### src/rtl/operand_forward_stage.sv
// R->C operand register with forward muxing and stall-safe hold of forwarded compute results.
// Optional statistics counters are built only when FORWARD_STATS_EN is defined.
`ifndef WORD_SIZE
`define WORD_SIZE 32
`endif

package HighLevelControl;
   typedef enum logic [1:0] {
      NO_FORWARD       = 2'd0,
      COMPUTE_RESULT   = 2'd1,
      TRUNCATED_RESULT = 2'd2
   } fwd_src_e;
   typedef fwd_src_e rs1ForwardSrc;
   typedef fwd_src_e rs2ForwardSrc;
endpackage

module operand_forward_stage #(
   parameter int unsigned WIDTH = `WORD_SIZE
) (
   input  logic                          clk,
   input  logic                          reset,
   input  logic [WIDTH-1:0]              rs1Data_R,
   input  logic [WIDTH-1:0]              rs2Data_R,
   input  logic                          Valid_R,
   input  HighLevelControl::rs1ForwardSrc Rs1ForwardSrc,
   input  HighLevelControl::rs2ForwardSrc Rs2ForwardSrc,
   input  logic [WIDTH-1:0]              ComputeResult_M,
   input  logic [WIDTH-1:0]              TruncatedResult_W,
   input  logic                          StallRC,
   input  logic                          FlushCM,
   output logic [WIDTH-1:0]              Rs1Op_C,
   output logic [WIDTH-1:0]              Rs2Op_C,
   output logic                          Valid_C,
   output logic                          Valid_M,
   output logic [31:0]                   StallCycles,
   output logic [31:0]                   ForwardCount
);
   import HighLevelControl::*;

   localparam int unsigned STAT_W = 32;

   typedef enum logic {LIVE = 1'b0, HELD = 1'b1} op_state_e;

   op_state_e        r_rs1_state, r_rs2_state;
   op_state_e        w_rs1_state_nxt, w_rs2_state_nxt;
   logic [WIDTH-1:0] r_rs1_val, r_rs2_val;
   logic [WIDTH-1:0] r_rs1_hold, r_rs2_hold;
   logic [WIDTH-1:0] w_rs1_hold_nxt, w_rs2_hold_nxt;
   logic             r_valid_c, r_valid_m;

   // Pipeline registers, operand FSM state and hold registers
   always_ff @(posedge clk) begin
      if (!reset) begin
         r_rs1_val   <= '0;
         r_rs2_val   <= '0;
         r_valid_c   <= 1'b0;
         r_valid_m   <= 1'b0;
         r_rs1_state <= LIVE;
         r_rs2_state <= LIVE;
         r_rs1_hold  <= '0;
         r_rs2_hold  <= '0;
      end else begin
         if (!StallRC) begin
            r_rs1_val <= rs1Data_R;
            r_rs2_val <= rs2Data_R;
            r_valid_c <= Valid_R;
         end
         r_valid_m   <= FlushCM ? 1'b0 : r_valid_c;
         r_rs1_state <= w_rs1_state_nxt;
         r_rs2_state <= w_rs2_state_nxt;
         r_rs1_hold  <= w_rs1_hold_nxt;
         r_rs2_hold  <= w_rs2_hold_nxt;
      end
   end

   // Only a valid instruction stalled on a compute forward captures; truncated results are never held
   always_comb begin
      w_rs1_state_nxt = r_rs1_state;
      w_rs2_state_nxt = r_rs2_state;
      w_rs1_hold_nxt  = r_rs1_hold;
      w_rs2_hold_nxt  = r_rs2_hold;
      case (r_rs1_state)
         LIVE: if (StallRC && r_valid_c && (Rs1ForwardSrc == COMPUTE_RESULT)) begin
            w_rs1_state_nxt = HELD;
            w_rs1_hold_nxt  = ComputeResult_M;
         end
         HELD: if (!StallRC) w_rs1_state_nxt = LIVE;
      endcase
      case (r_rs2_state)
         LIVE: if (StallRC && r_valid_c && (Rs2ForwardSrc == COMPUTE_RESULT)) begin
            w_rs2_state_nxt = HELD;
            w_rs2_hold_nxt  = ComputeResult_M;
         end
         HELD: if (!StallRC) w_rs2_state_nxt = LIVE;
      endcase
   end

   function automatic logic [WIDTH-1:0] f_op_sel(
      input op_state_e        st,
      input fwd_src_e         src,
      input logic [WIDTH-1:0] hold,
      input logic [WIDTH-1:0] val,
      input logic [WIDTH-1:0] cres,
      input logic [WIDTH-1:0] tres
   );
      logic [WIDTH-1:0] res;
      res = val;
      if (st == HELD) begin
         res = hold;
      end else begin
         case (src)
            COMPUTE_RESULT:   res = cres;
            TRUNCATED_RESULT: res = tres;
            default:          res = val;
         endcase
      end
      return res;
   endfunction

   assign Rs1Op_C = f_op_sel(r_rs1_state, Rs1ForwardSrc, r_rs1_hold, r_rs1_val,
                             ComputeResult_M, TruncatedResult_W);
   assign Rs2Op_C = f_op_sel(r_rs2_state, Rs2ForwardSrc, r_rs2_hold, r_rs2_val,
                             ComputeResult_M, TruncatedResult_W);
   assign Valid_C = r_valid_c;
   assign Valid_M = r_valid_m;

`ifdef FORWARD_STATS_EN
   logic [STAT_W-1:0] r_stall_cycles, r_fwd_count;

   // Free-running statistics, wrap naturally at 2^32
   always_ff @(posedge clk) begin
      if (!reset) begin
         r_stall_cycles <= '0;
         r_fwd_count    <= '0;
      end else begin
         if (StallRC)
            r_stall_cycles <= r_stall_cycles + STAT_W'(1);
         if (r_valid_c && !StallRC &&
             ((Rs1ForwardSrc != NO_FORWARD) || (Rs2ForwardSrc != NO_FORWARD)))
            r_fwd_count <= r_fwd_count + STAT_W'(1);
      end
   end

   assign StallCycles  = r_stall_cycles;
   assign ForwardCount = r_fwd_count;
`else
   assign StallCycles  = STAT_W'(0);
   assign ForwardCount = STAT_W'(0);
`endif

endmodule

### config.mk
export PLATFORM = sky130hd
export DESIGN_NAME = operand_forward_stage
export DESIGN_NICKNAME = d
export VERILOG_FILES = /design/src/rtl/operand_forward_stage.sv
export SDC_FILE = /design/constraint.sdc
export NUM_CORES = 1
export LEC_CHECK = 0
export ABC_AREA = 0
export BUFFER_PORTS_ARGS = -buffer_cell sky130_fd_sc_hd__buf_2
export CAP_MARGIN = 20
export CELL_PAD_IN_SITES_DETAIL_PLACEMENT = 1
export CELL_PAD_IN_SITES_GLOBAL_PLACEMENT = 2
export CORE_AREA = 2 2 191 146
export DETAILED_ROUTE_END_ITERATION = 8
export DIE_AREA = 0 0 193 148
export PLACE_DENSITY_LB_ADDON = 0.1
export SLEW_MARGIN = 20
export SYNTH_ARGS = -nofsm -noshare
export SYNTH_HDL_FRONTEND = slang
export SYNTH_SLANG_ARGS = --single-unit
### constraint.sdc
create_clock -name clk -period 3.3 [get_ports clk]
set_input_delay 0.495 -clock clk [delete_from_list [all_inputs] [get_ports clk]]
set_output_delay 0.495 -clock clk [all_outputs]
set_load 0.1 [all_outputs]
# [Word-level counts from Yosys, hierarchy flattened]
# Index checks and enable logic that the tools add are counted.
[op_classes] n_eq_ne=4 mux=9 n_bitwise=3 n_reduce_logical=6
[op_table] op="32-bit case mux with 2 select lines" n=2
[op_table] op="32-bit two-way mux" n=2
[op_table] op="2-bit by 1-bit == test with 1-bit output (second input constant)" n=2
[op_table] op="2-bit == test (second input constant)" n=2
[op_table] op="1-bit case mux with 2 select lines" n=2
[op_table] op="2-bit AND reduction" n=2
[op_table] op="1-bit logical AND" n=3
[op_table] op="1-bit two-way mux" n=3
[op_table] op="1-bit inverter" n=3
[op_table] op="2-bit OR reduction" n=1
[totals] regBits=132 in_bits=137 out_inout_bits=130 wordCells=30

# [Longest topological paths before layout]
[logic_depth] ltp_word=4 mapped_depth=7 mapped_depth_nobuf=4

# [Worst setup path after synthesis]
# Ideal clock, no wire load.
[synth_timing] path_kind="in2out" startpoint="in Rs1ForwardSrc[0] in the netlist's numbering" endpoint="out Rs1Op_C[30]" t_arrival_ps=3478 required_time_ps=2805 setup_slack_ps=-673 stages=6 n_path_buf=2 cell_sequence="inv_1 -> ha_1 -> buf_2 -> clkbuf_1 -> nor3b_1 -> a221oi_1"
[synth_via] elab_chain_cells=3 word_cells_on_any_way=4 classes_between="eq/ne (2); mux (2)"
[synth_rtl] item="start, declared" line_no="25" rtl="input HighLevelControl::rs1ForwardSrc Rs1ForwardSrc,"
[synth_rtl] item="2-bit == test / 2-bit by 1-bit == test with 1-bit output (equally long branches)" line_no="111" rtl="case (src)"
[synth_rtl] item="32-bit case mux with 2 select lines *" line_no="111"
[synth_rtl] item="32-bit two-way mux *" line_no="108" rtl="if (st == HELD) begin"
[synth_rtl] item="end, declared" line_no="31" rtl="output logic [WIDTH-1:0] Rs1Op_C,"
# Mark *: on every way between the ends. The rest lies on a longest branch, timed or not.

# [Worst setup path in the final report]
[layout_timing] startpoint="in Rs1ForwardSrc[0] in the netlist's numbering" endpoint="out Rs1Op_C[6]"
# The elaborated chain is that of the path after synthesis.

==> flow_metrics.env <==
export IMPL_wl_met1_um=13400
export IMPL_postLayoutCellArea_um2=9440
export IMPL_slew_headroom_pct=36.7
export IMPL_seq_area_frac_synth_pct=35.7
export IMPL_grt_overflow_total=0
export IMPL_postCtsHoldBufs=0
export IMPL_place_hpwl_um=18900
export IMPL_grt_pass1_vias=6634
export IMPL_cts_setup_buffers=0
export IMPL_power_uw=5550
export IMPL_vias=6452
export IMPL_synth_cells=836
export IMPL_finalSetupViolCount=0
export IMPL_io_buffer_count=202
export IMPL_root_buffer="clkbuf_16"
export IMPL_groute_usage_overall_pct=18.3
export IMPL_synth_seq_cells=132
export IMPL_multi_input_area_um2=4430
export IMPL_clock_sinks=132
export IMPL_clk_path_buf_depth=2
export IMPL_routed_top_layer="met4"
export IMPL_fin_crit_sh_pct=91.1
export IMPL_ys_top_cells_by_area="dfxtp_1 36%, mux2i_1 17%, nor2b_1 11%"
export IMPL_holdCritPathClass="input port to flop"
export IMPL_crit_type="input port to output port"
export IMPL_wl_met3_um=1480
export IMPL_syn_avg_cell_area_um2=8.85
export IMPL_maxCapViolCount=0
export IMPL_grt_max_degree=60
export IMPL_die_w_um=193
export IMPL_dieArea_um2=28600
export IMPL_place_area_um2=8850
export IMPL_syn_area_um2=7400
export IMPL_start_kind="input port"
export IMPL_syn_to_final_growth_pct=27.7
export IMPL_rsz0062_at_grt="no"
export IMPL_cts_tree="built"
export IMPL_die_h_um=148
export IMPL_worst_pin_slew_ps=947
export IMPL_nets=1144
export IMPL_yosysWarningCount=0
export IMPL_cp_data_arrival_time_ps=2510
export IMPL_gp_congestion=0.747
export IMPL_htreeDepth=4
export IMPL_wire_per_inst_um=19.1
export IMPL_slew_viol_final=0
export IMPL_finalHoldViolCount=0
export IMPL_avgViaCountPerCell=4.71
export IMPL_fin_crit_ps=3010
export IMPL_wl_um=26200
export IMPL_firstDrtPassIters=4
export IMPL_fp_coreArea_um2=26700
export IMPL_initial_core_util_pct=27.7
export IMPL_drcViolationCount=0
export IMPL_clk_insertion_delay_late_ps=420
export IMPL_fp_row_count=52
export IMPL_ff_latch_area_um2=2650
export IMPL_power_leakage_uw=0.00420
export IMPL_route_met2_wl_um=11000
export IMPL_yosysTopAreaCellShare_pct=35.7
export IMPL_crit_path_max_fanout=28
export IMPL_setup_tns_ps=0
export IMPL_cts_buffers=17
export IMPL_crit_required_ps=2800
export IMPL_clk_pin_slew_ps=60
export IMPL_io_pins=267
export IMPL_final_layout_size_suffix_gt1_share_pct=32.3
export IMPL_fmax_ghz=0.333
export IMPL_power_density_nw_per_um2=588
export IMPL_antenna_found_initial=1
export IMPL_synth_area_leader_cell="dfxtp_1"
export IMPL_first_iter_violations=240
export IMPL_endpoint_kind="output port"
export IMPL_grt_pass1_wl_um=39700
export IMPL_antenna_left=0
export IMPL_cts_resized=0
export IMPL_ir_drop_uv=343
export IMPL_synthDistinctLibCells=22
export IMPL_skew_ps=9.10
export IMPL_run_status="finished clean"
export IMPL_fillers=3162
==> cells by family after synthesis <==
| logic type | Yosys count | synth area share, % |
|---|---|---|
| buf+inv | 145 | 12.2 |
| compound gates | 130 | 14.2 |
| other cells | 1 | 0.0507 |
| fa+ha+maj | 4 | 0.677 |
| mux | 129 | 17.5 |
| flops | 132 | 35.7 |
| simple gates | 295 | 19.7 |
==> synthesized netlist by cell type <==
cell type,number
nor2b_1,127
buf_1,2
nand4b_2,1
dfxtp_1,132
nand2_1,161
a21oi_1,2
buf_4,68
and3b_1,1
buf_6,8
o31ai_1,62
a211oi_1,2
nor2_1,2
mux2i_1,129
buf_2,35
conb_1,1
a221oi_1,64
inv_1,6
nor3b_1,2
ha_1,4
clkbuf_1,25
and4b_1,1
clkbuf_2,1
==> layout make-up <==
cell class	count	share of cell area, %
multi-input cells	622	46.9
flip-flops and latches	132	28.1
repair buffers	224	13.9
clock buffers	19	4.92
well taps	351	4.65
clock inverters	13	1.29
inverters	6	0.238
diodes	2	0.0530
==> registers in the layout (all words and copies together) (netlist names) <==
signal and cells:
Valid_C 1, r_rs1_val 32, r_rs1_hold 32, r_rs2_state 1, r_rs2_val 32, Valid_M 1
r_rs2_hold 32, r_rs1_state 1
==> per-layer routing <==
| layer | track usage, % | up-vias |
|---|---|---|
| li1 | - | 3138 |
| met1 | 26.7 | 3111 |
| met2 | 27.1 | 184 |
| met3 | 4.37 | 19 |
| met4 | 4.20 | 0 |
| met5 | 0 | - |
==> cell usage in the layout (no fill, tap or decap), types with 4 or more instances in the layout <==
cell type    n
o31ai_2     62
nor2b_1    127
buf_12      10
ha_2         4
clkbuf_16   18
nand2_1    161
conb_1      64
dfxtp_1    130
inv_1        6
buf_2      198
mux2i_1    129
a221oi_1    62
buf_4       16
==> critical path: stages <==
cell and delay, ps:
buf_2 90, inv_1 40, ha_2 680, buf_4 380, a221oi_1 110, o31ai_2 240
buf_2 460
==> final timing paths <==
| path | start | to | slack (ps) | depth (start not counted) |
|---|---|---|---|---|
| hold / removal | rs1Data_R[9] | r_rs1_val[9]$_SDFFE_PN0N_ | 320 | 3 |
| setup / recovery | Rs1ForwardSrc[0] | Rs1Op_C[6] | 290 | 7 |
| setup reg to reg | r_rs2_state$_SDFF_PN0_ | r_rs2_hold[10]$_SDFFE_PN0P_ | 1230 | 3 |
| hold reg to reg | r_rs1_hold[24]$_SDFFE_PN0P_ | r_rs1_hold[24]$_SDFFE_PN0P_ | 460 | 2 |
==> power breakdown <==
part           total [µW]  switching (µW)  leakage [µW]  internal [µW]
registers            1680            36.4       0.00108           1650
clock network        1900             793      0.000282           1110
logic                1970            1560       0.00284            405
==> through the flow <==
step / cells / setup WS, ps / utilization, % / hold WS (ps)
2_1_floorplan: 899 / 194 / - / 435
3_3_place_gp: 1335 / 260 / 33.2 / 447
3_5_place_dp: 1335 / 252 / 33.2 / 452
4_1_cts: 1367 / 253 / 35.4 / 303
5_1_grt: 1367 / 163 / 35.4 / 313
6_report: 1369 / 295 / 35.4 / 324
Power figures use the tool's default switching activity.
